**src/rtl/piano_pkg.sv**
```systemverilog
// Shared types and constants for the falling-tile game controller.
package piano_pkg;

  typedef enum logic [1:0] {
    IDLE = 2'd0,
    PLAY = 2'd1,
    OVER = 2'd2
  } state_e;

  localparam int unsigned NUM_LANES_DFLT = 4;
  localparam int unsigned TILE_SIZE_DFLT = 75;
  localparam int unsigned Y_MAX_DFLT     = 479;

  localparam logic [7:0] KEY_SPACE = 8'h2C;

  // Keycode per lane, index = lane number (A, S, D, F)
  localparam logic [3:0][7:0] LANE_KEYS = {8'h09, 8'h07, 8'h16, 8'h04};

endpackage

```
**src/rtl/lfsr8.sv**
```systemverilog
// 8-bit Fibonacci LFSR (taps 8,6,5,4) that advances every clock; loads seed on reset.
module lfsr8 (
  input  logic       clk,
  input  logic       rst_n,
  input  logic [7:0] seed,
  output logic [7:0] q
);

  logic w_fb;

  assign w_fb = q[7] ^ q[5] ^ q[4] ^ q[3];

  always_ff @(posedge clk) begin
    if (!rst_n) begin
      q <= seed;
    end else begin
      q <= {q[6:0], w_fb};
    end
  end

endmodule

```
**src/rtl/tile_scheduler.sv**
```systemverilog
// Game controller for four lane movers: spawns tiles, judges key hits,
// tracks score/lives/speed and the IDLE/PLAY/OVER game state.
module tile_scheduler
  import piano_pkg::*;
#(
  parameter int unsigned NUM_LANES      = NUM_LANES_DFLT,
  parameter int unsigned TILE_SIZE      = TILE_SIZE_DFLT,
  parameter int unsigned Y_MAX          = Y_MAX_DFLT,
  parameter int unsigned HIT_TOP        = 330,
  parameter int unsigned HIT_BOT        = 479,
  parameter int unsigned SPAWN_GAP      = 60,
  parameter int unsigned HITS_PER_LEVEL = 8,
  parameter int unsigned MAX_LIVES      = 3
) (
  input  logic                       frame_clk,
  input  logic                       Reset,
  input  logic [7:0]                 keycode,
  input  logic [NUM_LANES-1:0][9:0]  tile_y,
  output logic [NUM_LANES-1:0]       newNote,
  output logic [NUM_LANES-1:0]       kill,
  output logic [3:0]                 speed,
  output logic [15:0]                score,
  output logic [1:0]                 lives,
  output logic                       playing,
  output logic                       game_over
);

  localparam int unsigned HCW = $clog2(HITS_PER_LEVEL + 1);

  state_e                     r_state;
  logic [NUM_LANES-1:0]       r_active;
  logic [7:0]                 r_timer;
  logic [HCW-1:0]             r_hitcnt;
  logic [7:0]                 r_prev_key;
  logic [NUM_LANES-1:0]       r_new;
  logic [NUM_LANES-1:0]       r_kill;
  logic [3:0]                 r_speed;
  logic [15:0]                r_score;
  logic [1:0]                 r_lives;
  logic                       r_playing;
  logic                       r_game_over;

  logic [7:0]                 w_lfsr;
  logic [5:0]                 w_lfsr_unused;
  logic [1:0]                 w_cand;
  logic                       w_key_edge;
  logic                       w_space;
  logic                       w_key_vld;
  logic [1:0]                 w_key_lane;
  logic [NUM_LANES-1:0][10:0] w_bot;

  state_e                     w_state_nxt;
  logic [NUM_LANES-1:0]       w_active_nxt;
  logic [7:0]                 w_timer_nxt;
  logic [HCW-1:0]             w_hitcnt_nxt;
  logic [NUM_LANES-1:0]       w_new_nxt;
  logic [NUM_LANES-1:0]       w_kill_nxt;
  logic [3:0]                 w_speed_nxt;
  logic [15:0]                w_score_nxt;
  logic [1:0]                 w_lives_nxt;
  logic                       w_lose;
  logic                       w_hit_ok;
  logic                       w_found;
  logic [1:0]                 w_probe;

  lfsr8 u_lfsr (
    .clk   (frame_clk),
    .rst_n (Reset),
    .seed  (8'hA5),
    .q     (w_lfsr)
  );

  assign w_cand        = w_lfsr[1:0];
  assign w_lfsr_unused = w_lfsr[7:2];

  // Key press edge, lane key decode and tile bottom edges (11 bits, no wrap)
  always_comb begin
    w_key_edge = (keycode != r_prev_key) && (keycode != 8'h00);
    w_space    = w_key_edge && (keycode == KEY_SPACE);
    w_key_vld  = 1'b0;
    w_key_lane = 2'd0;
    for (int i = 0; i < int'(NUM_LANES); i++) begin
      w_bot[i] = 11'(tile_y[i]) + 11'(TILE_SIZE);
      if (keycode == LANE_KEYS[i]) begin
        w_key_vld  = 1'b1;
        w_key_lane = 2'(i);
      end
    end
    w_hit_ok = r_active[w_key_lane]
               && (w_bot[w_key_lane] >= 11'(HIT_TOP))
               && ({1'b0, tile_y[w_key_lane]} <= 11'(HIT_BOT));
  end

  // Next-state: landing, key judge, speed-up, spawn, game-over
  always_comb begin
    w_state_nxt  = r_state;
    w_active_nxt = r_active;
    w_timer_nxt  = r_timer;
    w_hitcnt_nxt = r_hitcnt;
    w_new_nxt    = '0;
    w_kill_nxt   = '0;
    w_speed_nxt  = r_speed;
    w_score_nxt  = r_score;
    w_lives_nxt  = r_lives;
    w_lose       = 1'b0;
    w_found      = 1'b0;
    w_probe      = 2'd0;

    case (r_state)
      IDLE: begin
        if (w_space) begin
          w_state_nxt  = PLAY;
          w_score_nxt  = 16'd0;
          w_speed_nxt  = 4'd0;
          w_lives_nxt  = 2'(MAX_LIVES);
          w_timer_nxt  = 8'(SPAWN_GAP);
          w_hitcnt_nxt = '0;
          w_active_nxt = '0;
        end
      end

      OVER: begin
        if (w_space) begin
          w_state_nxt = IDLE;
        end
      end

      PLAY: begin
        for (int i = 0; i < int'(NUM_LANES); i++) begin
          if (r_active[i] && (w_bot[i] >= 11'(Y_MAX))) begin
            w_kill_nxt[i] = 1'b1;
            w_lose        = 1'b1;
          end
        end

        // A lane that landed this frame swallows its key press
        if (w_key_edge && w_key_vld && !w_kill_nxt[w_key_lane]) begin
          if (w_hit_ok) begin
            w_kill_nxt[w_key_lane] = 1'b1;
            w_hitcnt_nxt           = r_hitcnt + HCW'(1);
            if (r_score != 16'hFFFF) begin
              w_score_nxt = r_score + 16'd1;
            end
          end else begin
            w_lose = 1'b1;
          end
        end

        w_active_nxt = r_active & ~w_kill_nxt;

        if (w_hitcnt_nxt == HCW'(HITS_PER_LEVEL)) begin
          w_hitcnt_nxt = '0;
          if (r_speed != 4'd15) begin
            w_speed_nxt = r_speed + 4'd1;
          end
        end

        if (w_lose && (r_lives != 2'd0)) begin
          w_lives_nxt = r_lives - 2'd1;
        end

        if (w_lives_nxt == 2'd0) begin
          w_state_nxt  = OVER;
          w_kill_nxt   = w_kill_nxt | r_active;
          w_active_nxt = '0;
        end else begin
          w_timer_nxt = (r_timer == 8'd0) ? 8'd0 : (r_timer - 8'd1);
          if (w_timer_nxt == 8'd0) begin
            for (int p = 0; p < int'(NUM_LANES); p++) begin
              w_probe = w_cand + 2'(p);
              if (!w_found && !r_active[w_probe] && !w_kill_nxt[w_probe]) begin
                w_found               = 1'b1;
                w_new_nxt[w_probe]    = 1'b1;
                w_active_nxt[w_probe] = 1'b1;
                w_timer_nxt           = 8'(SPAWN_GAP) - {3'b000, w_speed_nxt, 1'b0};
              end
            end
          end
        end
      end

      default: begin
        w_state_nxt = IDLE;
      end
    endcase
  end

  // All game state and registered outputs
  always_ff @(posedge frame_clk) begin
    if (!Reset) begin
      r_state     <= IDLE;
      r_active    <= '0;
      r_timer     <= 8'(SPAWN_GAP);
      r_hitcnt    <= '0;
      r_prev_key  <= 8'h00;
      r_new       <= '0;
      r_kill      <= '0;
      r_speed     <= 4'd0;
      r_score     <= 16'd0;
      r_lives     <= 2'(MAX_LIVES);
      r_playing   <= 1'b0;
      r_game_over <= 1'b0;
    end else begin
      r_state     <= w_state_nxt;
      r_active    <= w_active_nxt;
      r_timer     <= w_timer_nxt;
      r_hitcnt    <= w_hitcnt_nxt;
      r_prev_key  <= keycode;
      r_new       <= w_new_nxt;
      r_kill      <= w_kill_nxt;
      r_speed     <= w_speed_nxt;
      r_score     <= w_score_nxt;
      r_lives     <= w_lives_nxt;
      r_playing   <= (w_state_nxt == PLAY);
      r_game_over <= (w_state_nxt == OVER);
    end
  end

  assign newNote   = r_new;
  assign kill      = r_kill;
  assign speed     = r_speed;
  assign score     = r_score;
  assign lives     = r_lives;
  assign playing   = r_playing;
  assign game_over = r_game_over;

endmodule
```
**config.mk**
```make
export PLATFORM = sky130hd
export DESIGN_NAME = tile_scheduler
export DESIGN_NICKNAME = d
export VERILOG_FILES = /design/src/rtl/piano_pkg.sv /design/src/rtl/lfsr8.sv /design/src/rtl/tile_scheduler.sv
export SDC_FILE = /design/constraint.sdc
export NUM_CORES = 1
export LEC_CHECK = 0
export CAP_MARGIN = 20
export CORE_MARGIN = 4
export CORE_UTILIZATION = 45
export CTS_BUF_LIST = sky130_fd_sc_hd__clkbuf_16
export DETAILED_ROUTE_END_ITERATION = 8
export PLACE_DENSITY = 0.66
export SLEW_MARGIN = 10
export SYNTH_ARGS = -nofsm -noshare
export SYNTH_HDL_FRONTEND = slang
export SYNTH_SLANG_ARGS = --single-unit
```
**constraint.sdc**
```tcl
create_clock -name frame_clk -period 4.7 [get_ports frame_clk]
set_clock_uncertainty 0.1 [all_clocks]
set_input_delay 0.47 -clock frame_clk [delete_from_list [all_inputs] [get_ports frame_clk]]
set_output_delay 0.47 -clock frame_clk [all_outputs]
set_load 0.03 [all_outputs]
```
==> results by group <==
Cells and area
  – Antenna cells: 0
  – Fill count: 1095
  – Final #Nets: 914
  – Area grow syn2layout: 32.94%
  – Layout cell share with drive strength beyond 1: 0.1669
  – Post-route cell area: 7297 µm²

Worst setup path
  – Crit-path cells: clkdlybuf4s50_1, inv_1, ha_1, nand2b_1, buf_4, a21o_1, xnor2_1, a31o_2, a31oi_2, o221a_2, o21a_1, nand2_2, a2111o_1, a21oi_4, xor2_1, ha_1, inv_1, o311a_1, o32a_1
  – Critical Path RT: 4.83 ns
  – CP Launch Type: input port
  – Crit end category: register
  – Kind of critical path: input port to register
  – Critical-path top delay cell: clkdlybuf4s50_1
  – Crit-path max FO: 5
  – Slowest stage delay, CP: 0.48 ns
  – Worst endpoint data arrival time: 4.59 ns

Timing
  – Worst Tran Pin Value: 0.5876 ns
  – Final Hold Fails: 0
  – Max-slew headroom: 0.6068
  – Minimum clock period: 4.465 ns
  – Final setup viols: 0
  – Max-slew violation count: 0
  – Fin Hold WS: 0.3320 ns
  – Period utilization: 0.9499
  – FMAX: 0.2240 GHz

CTS
  – Num CTS Buffers: 9
  – Clock-pin transition on the worst setup and hold timing paths: 0.06 ns
  – Clk Latency, worst-skew pair: 0.34 ns
  – Post-CTS setup buffer count: 0
  – CTS tree: yes
  – CTS max path bufs: 2
  – Root Driver: clkbuf_16
  – CTS Sinks: 66
  – H-tree Lvls: 3

Pwr
  – Switching pwr: 0.0003962 W
  – Combinational share of power: 0.213
  – Share of total power in the clock network: 0.409
  – Reg power frac: 0.377
  – Net Sw Frac: 0.2584
  – Leak: 2.741 nW
  – VDD IR-drop max: 199.0 µV
  – PwrDens: 210.1 nW/µm²
  – Internal power: 0.001137 W

Place
  – Port bufs: 81
  – RD Place Congestion: 0.9030
  – Placed cell area: 6964 µm²
  – Dpl hpwl: 13.23 mm

Synthesis
  – Seq/Total Area, Yosys: 0.2407
  – Cell taking the most area after synthesis: dfxtp_1
  – Mean post-synth cell area: 7.797 µm²
  – Cells after Synth: 704
  – Post-synth EDFFs: 0
  – Synth area leaders: dfxtp_1 24%, xnor2_1 6.5%, nor2_1 4.6%
  – Unique cell type count in the Yosys netlist: 87
  – Post-Syn Area: 5489 µm²
  – Top-area cell type share of the netlist area: 0.2407
  – Yosys warning total: 0
  – Fraction of registers with async set/reset: 0
  – Synth Flop Type: dfxtp_1
  – Yosys reg bits: 66
  – Net Count, Synth: 769

Outcome
  – Outcome: complete, no violations

Drt
  – Via-per-instance ratio: 5.896
  – Post-route ant nets: 0
  – DR iter-0 viols: 460
  – Drt drc: 0
  – Wire per inst: 16.72 µm
  – DR vias: 5884
  – Drt total wl: 16.69 mm
  – First drt pass iteration count: 5

Worst hold path
  – Hold WC Path Type: register to register

Floorplanning
  – # rows: 40
  – Initial core utilization: 0.4589
  – Die height: 118.4 µm
  – IO Count: 82
  – Die area: 14030 µm²
  – Core ar.: 11960 µm²
  – Width of the chip: 118.4 µm

Global route
  – Vias in the first global route: 5792
  – Largest net degree at the start of global routing: 18
  – Gr usage total: 0.2365
  – Antenna violations before repair: 0
  – Gr ovfl total: 0
  – First-pass GRT wire length: 27.61 mm

Job
  – Max_cap viols: 0
==> sequential cells by signal, summed over array words and instances, names as in the netlist <==
name and flops:
game_over 1, r_state 2, r_active 4, playing 1
lives 2, u_lfsr.q 8, r_hitcnt 4, r_prev_key 8
score 16, newNote 4, kill 4, r_timer 8
speed 4
==> metal layers <==
layer  global-route usage  vias up  share of wire
li1                     -     2899              -
met1               0.2895     2793           0.44
met2               0.4076      164           0.49
met3              0.04450       28          0.050
met4              0.09631        0          0.021
met5                    0        -              0
==> synthesized netlist by cell type, types with 7 or more instances <==
master and count:
nor2b_1 13, nand2_1 46, a21o_1 7, or3_1 8, and2_1 18, o22ai_1 7
a211oi_1 10, buf_2 9, nand2b_1 14, clkbuf_1 19, a221oi_1 9, a22o_1 8
o21a_1 7, o211ai_1 9, nor4_1 19, dfxtp_1 66, a21oi_1 31, xnor2_1 41
ha_1 15, nand3_1 12, nor3_1 25, xor2_1 12, inv_1 41, a31oi_1 7
nand4_1 10, o21ai_0 37, nor2_1 67, nand3b_1 7
==> area by class of cell <==
type / count / area [µm²] / area share
Clock buffer: 9 / 225.2 / 0.03086
Clock inverter: 4 / 46.29 / 0.006344
Inverter: 41 / 153.9 / 0.02109
Multi-Input combinational cell: 563 / 3897 / 0.5341
Sequential cell: 66 / 1321 / 0.1811
Tap cell: 147 / 183.9 / 0.02521
Timing Repair Buffer: 168 / 1469 / 0.2013
==> final timing paths <==
kind	endpoint	depth (start not counted)	start	slack, ns
max	r_timer[5]	19	tile_y[20]	0.24
min	u_lfsr.q[7]	1	u_lfsr.q[6]	0.33
max reg2reg	r_timer[5]	13	r_active[3]	1.22
min reg2reg	u_lfsr.q[7]	1	u_lfsr.q[6]	0.33
==> through the flow <==
step,total power (W),utilization,setup TNS [ns],std cells,setup WS [ns]
2_1_floorplan,0.0007680,-,0,704,0.4782
3_3_place_gp,0.0009030,0.5822,-0.2050,985,-0.1122
3_5_place_dp,0.0009104,0.5822,-0.4861,985,-0.2135
4_1_cts,0.001537,0.6049,0,998,0.1262
5_1_grt,0.001599,0.6100,-0.01088,998,-0.006032
6_report,0.001533,0.6100,0,998,0.2354
==> placed cells by master (no fill, tap or decap), types with 5 or more instances in the layout <==
cell type and instances:
o211ai_1 9, nor2b_1 13, nand2b_1 14, and2_1 17, nor4_1 18, nor2_1 67
buf_4 87, nand3_1 12, and3_1 5, clkdlybuf4s50_1 79, a22o_1 8, o31a_1 5
clkbuf_16 9, dfxtp_1 66, nand4_1 10, a211oi_1 9, nor3_1 25, a21oi_1 31
ha_1 15, a31oi_1 6, or3_1 8, xor2_1 12, inv_1 41, o21ai_0 37
a21o_1 7, o22ai_1 7, a221oi_1 8, nand2_1 46, nand3b_1 7, o21a_1 7
o31ai_1 6, xnor2_1 41
==> worst max-delay path, delay by kind of cell <==
family | cells | cell delay [ns]
AO/OA/AOI/OAI | 9 | 2.35
AND/OR/NAND/NOR | 2 | 0.25
XOR/XNOR | 2 | 0.33
adder cells (fa/ha/maj) | 2 | 0.46
buffers and inverters | 4 | 0.74
==> power by group through the flow <==
stage | sequential, W | clock, W | combinational, W
5_1_grt | 0.000579 | 0.000663 | 0.000356
4_1_cts | 0.000579 | 0.000636 | 0.000322
2_1_floorplan | 0.000589 | 0 | 0.000179
3_3_place_gp | 0.000590 | 0 | 0.000313
6_report | 0.000579 | 0.000627 | 0.000327
3_5_place_dp | 0.000590 | 0 | 0.000320
==> logic make-up (layout without fill, tap and decap cells) <==
| group | count (synthesis) | count (layout) | share of synthesized area |
|---|---|---|---|
| flops | 66 | 66 | 0.2407 |
| mux | 10 | 10 | 0.03009 |
| buf+inv | 75 | 222 | 0.05949 |
| simple gates | 281 | 281 | 0.2781 |
| compound gates | 204 | 204 | 0.2729 |
| fa+ha+maj | 15 | 15 | 0.03419 |
| xor+xnor | 53 | 53 | 0.08457 |
==> timing repair <==
item / CTS / global route
endpoints found under the setup margin: 0 / 3
gates resized for setup: 0 / 13
endpoints found under the hold margin: 0 / 0
hold buffers: 0 / 0
Note: power is estimated with default switching activity, not from simulation.
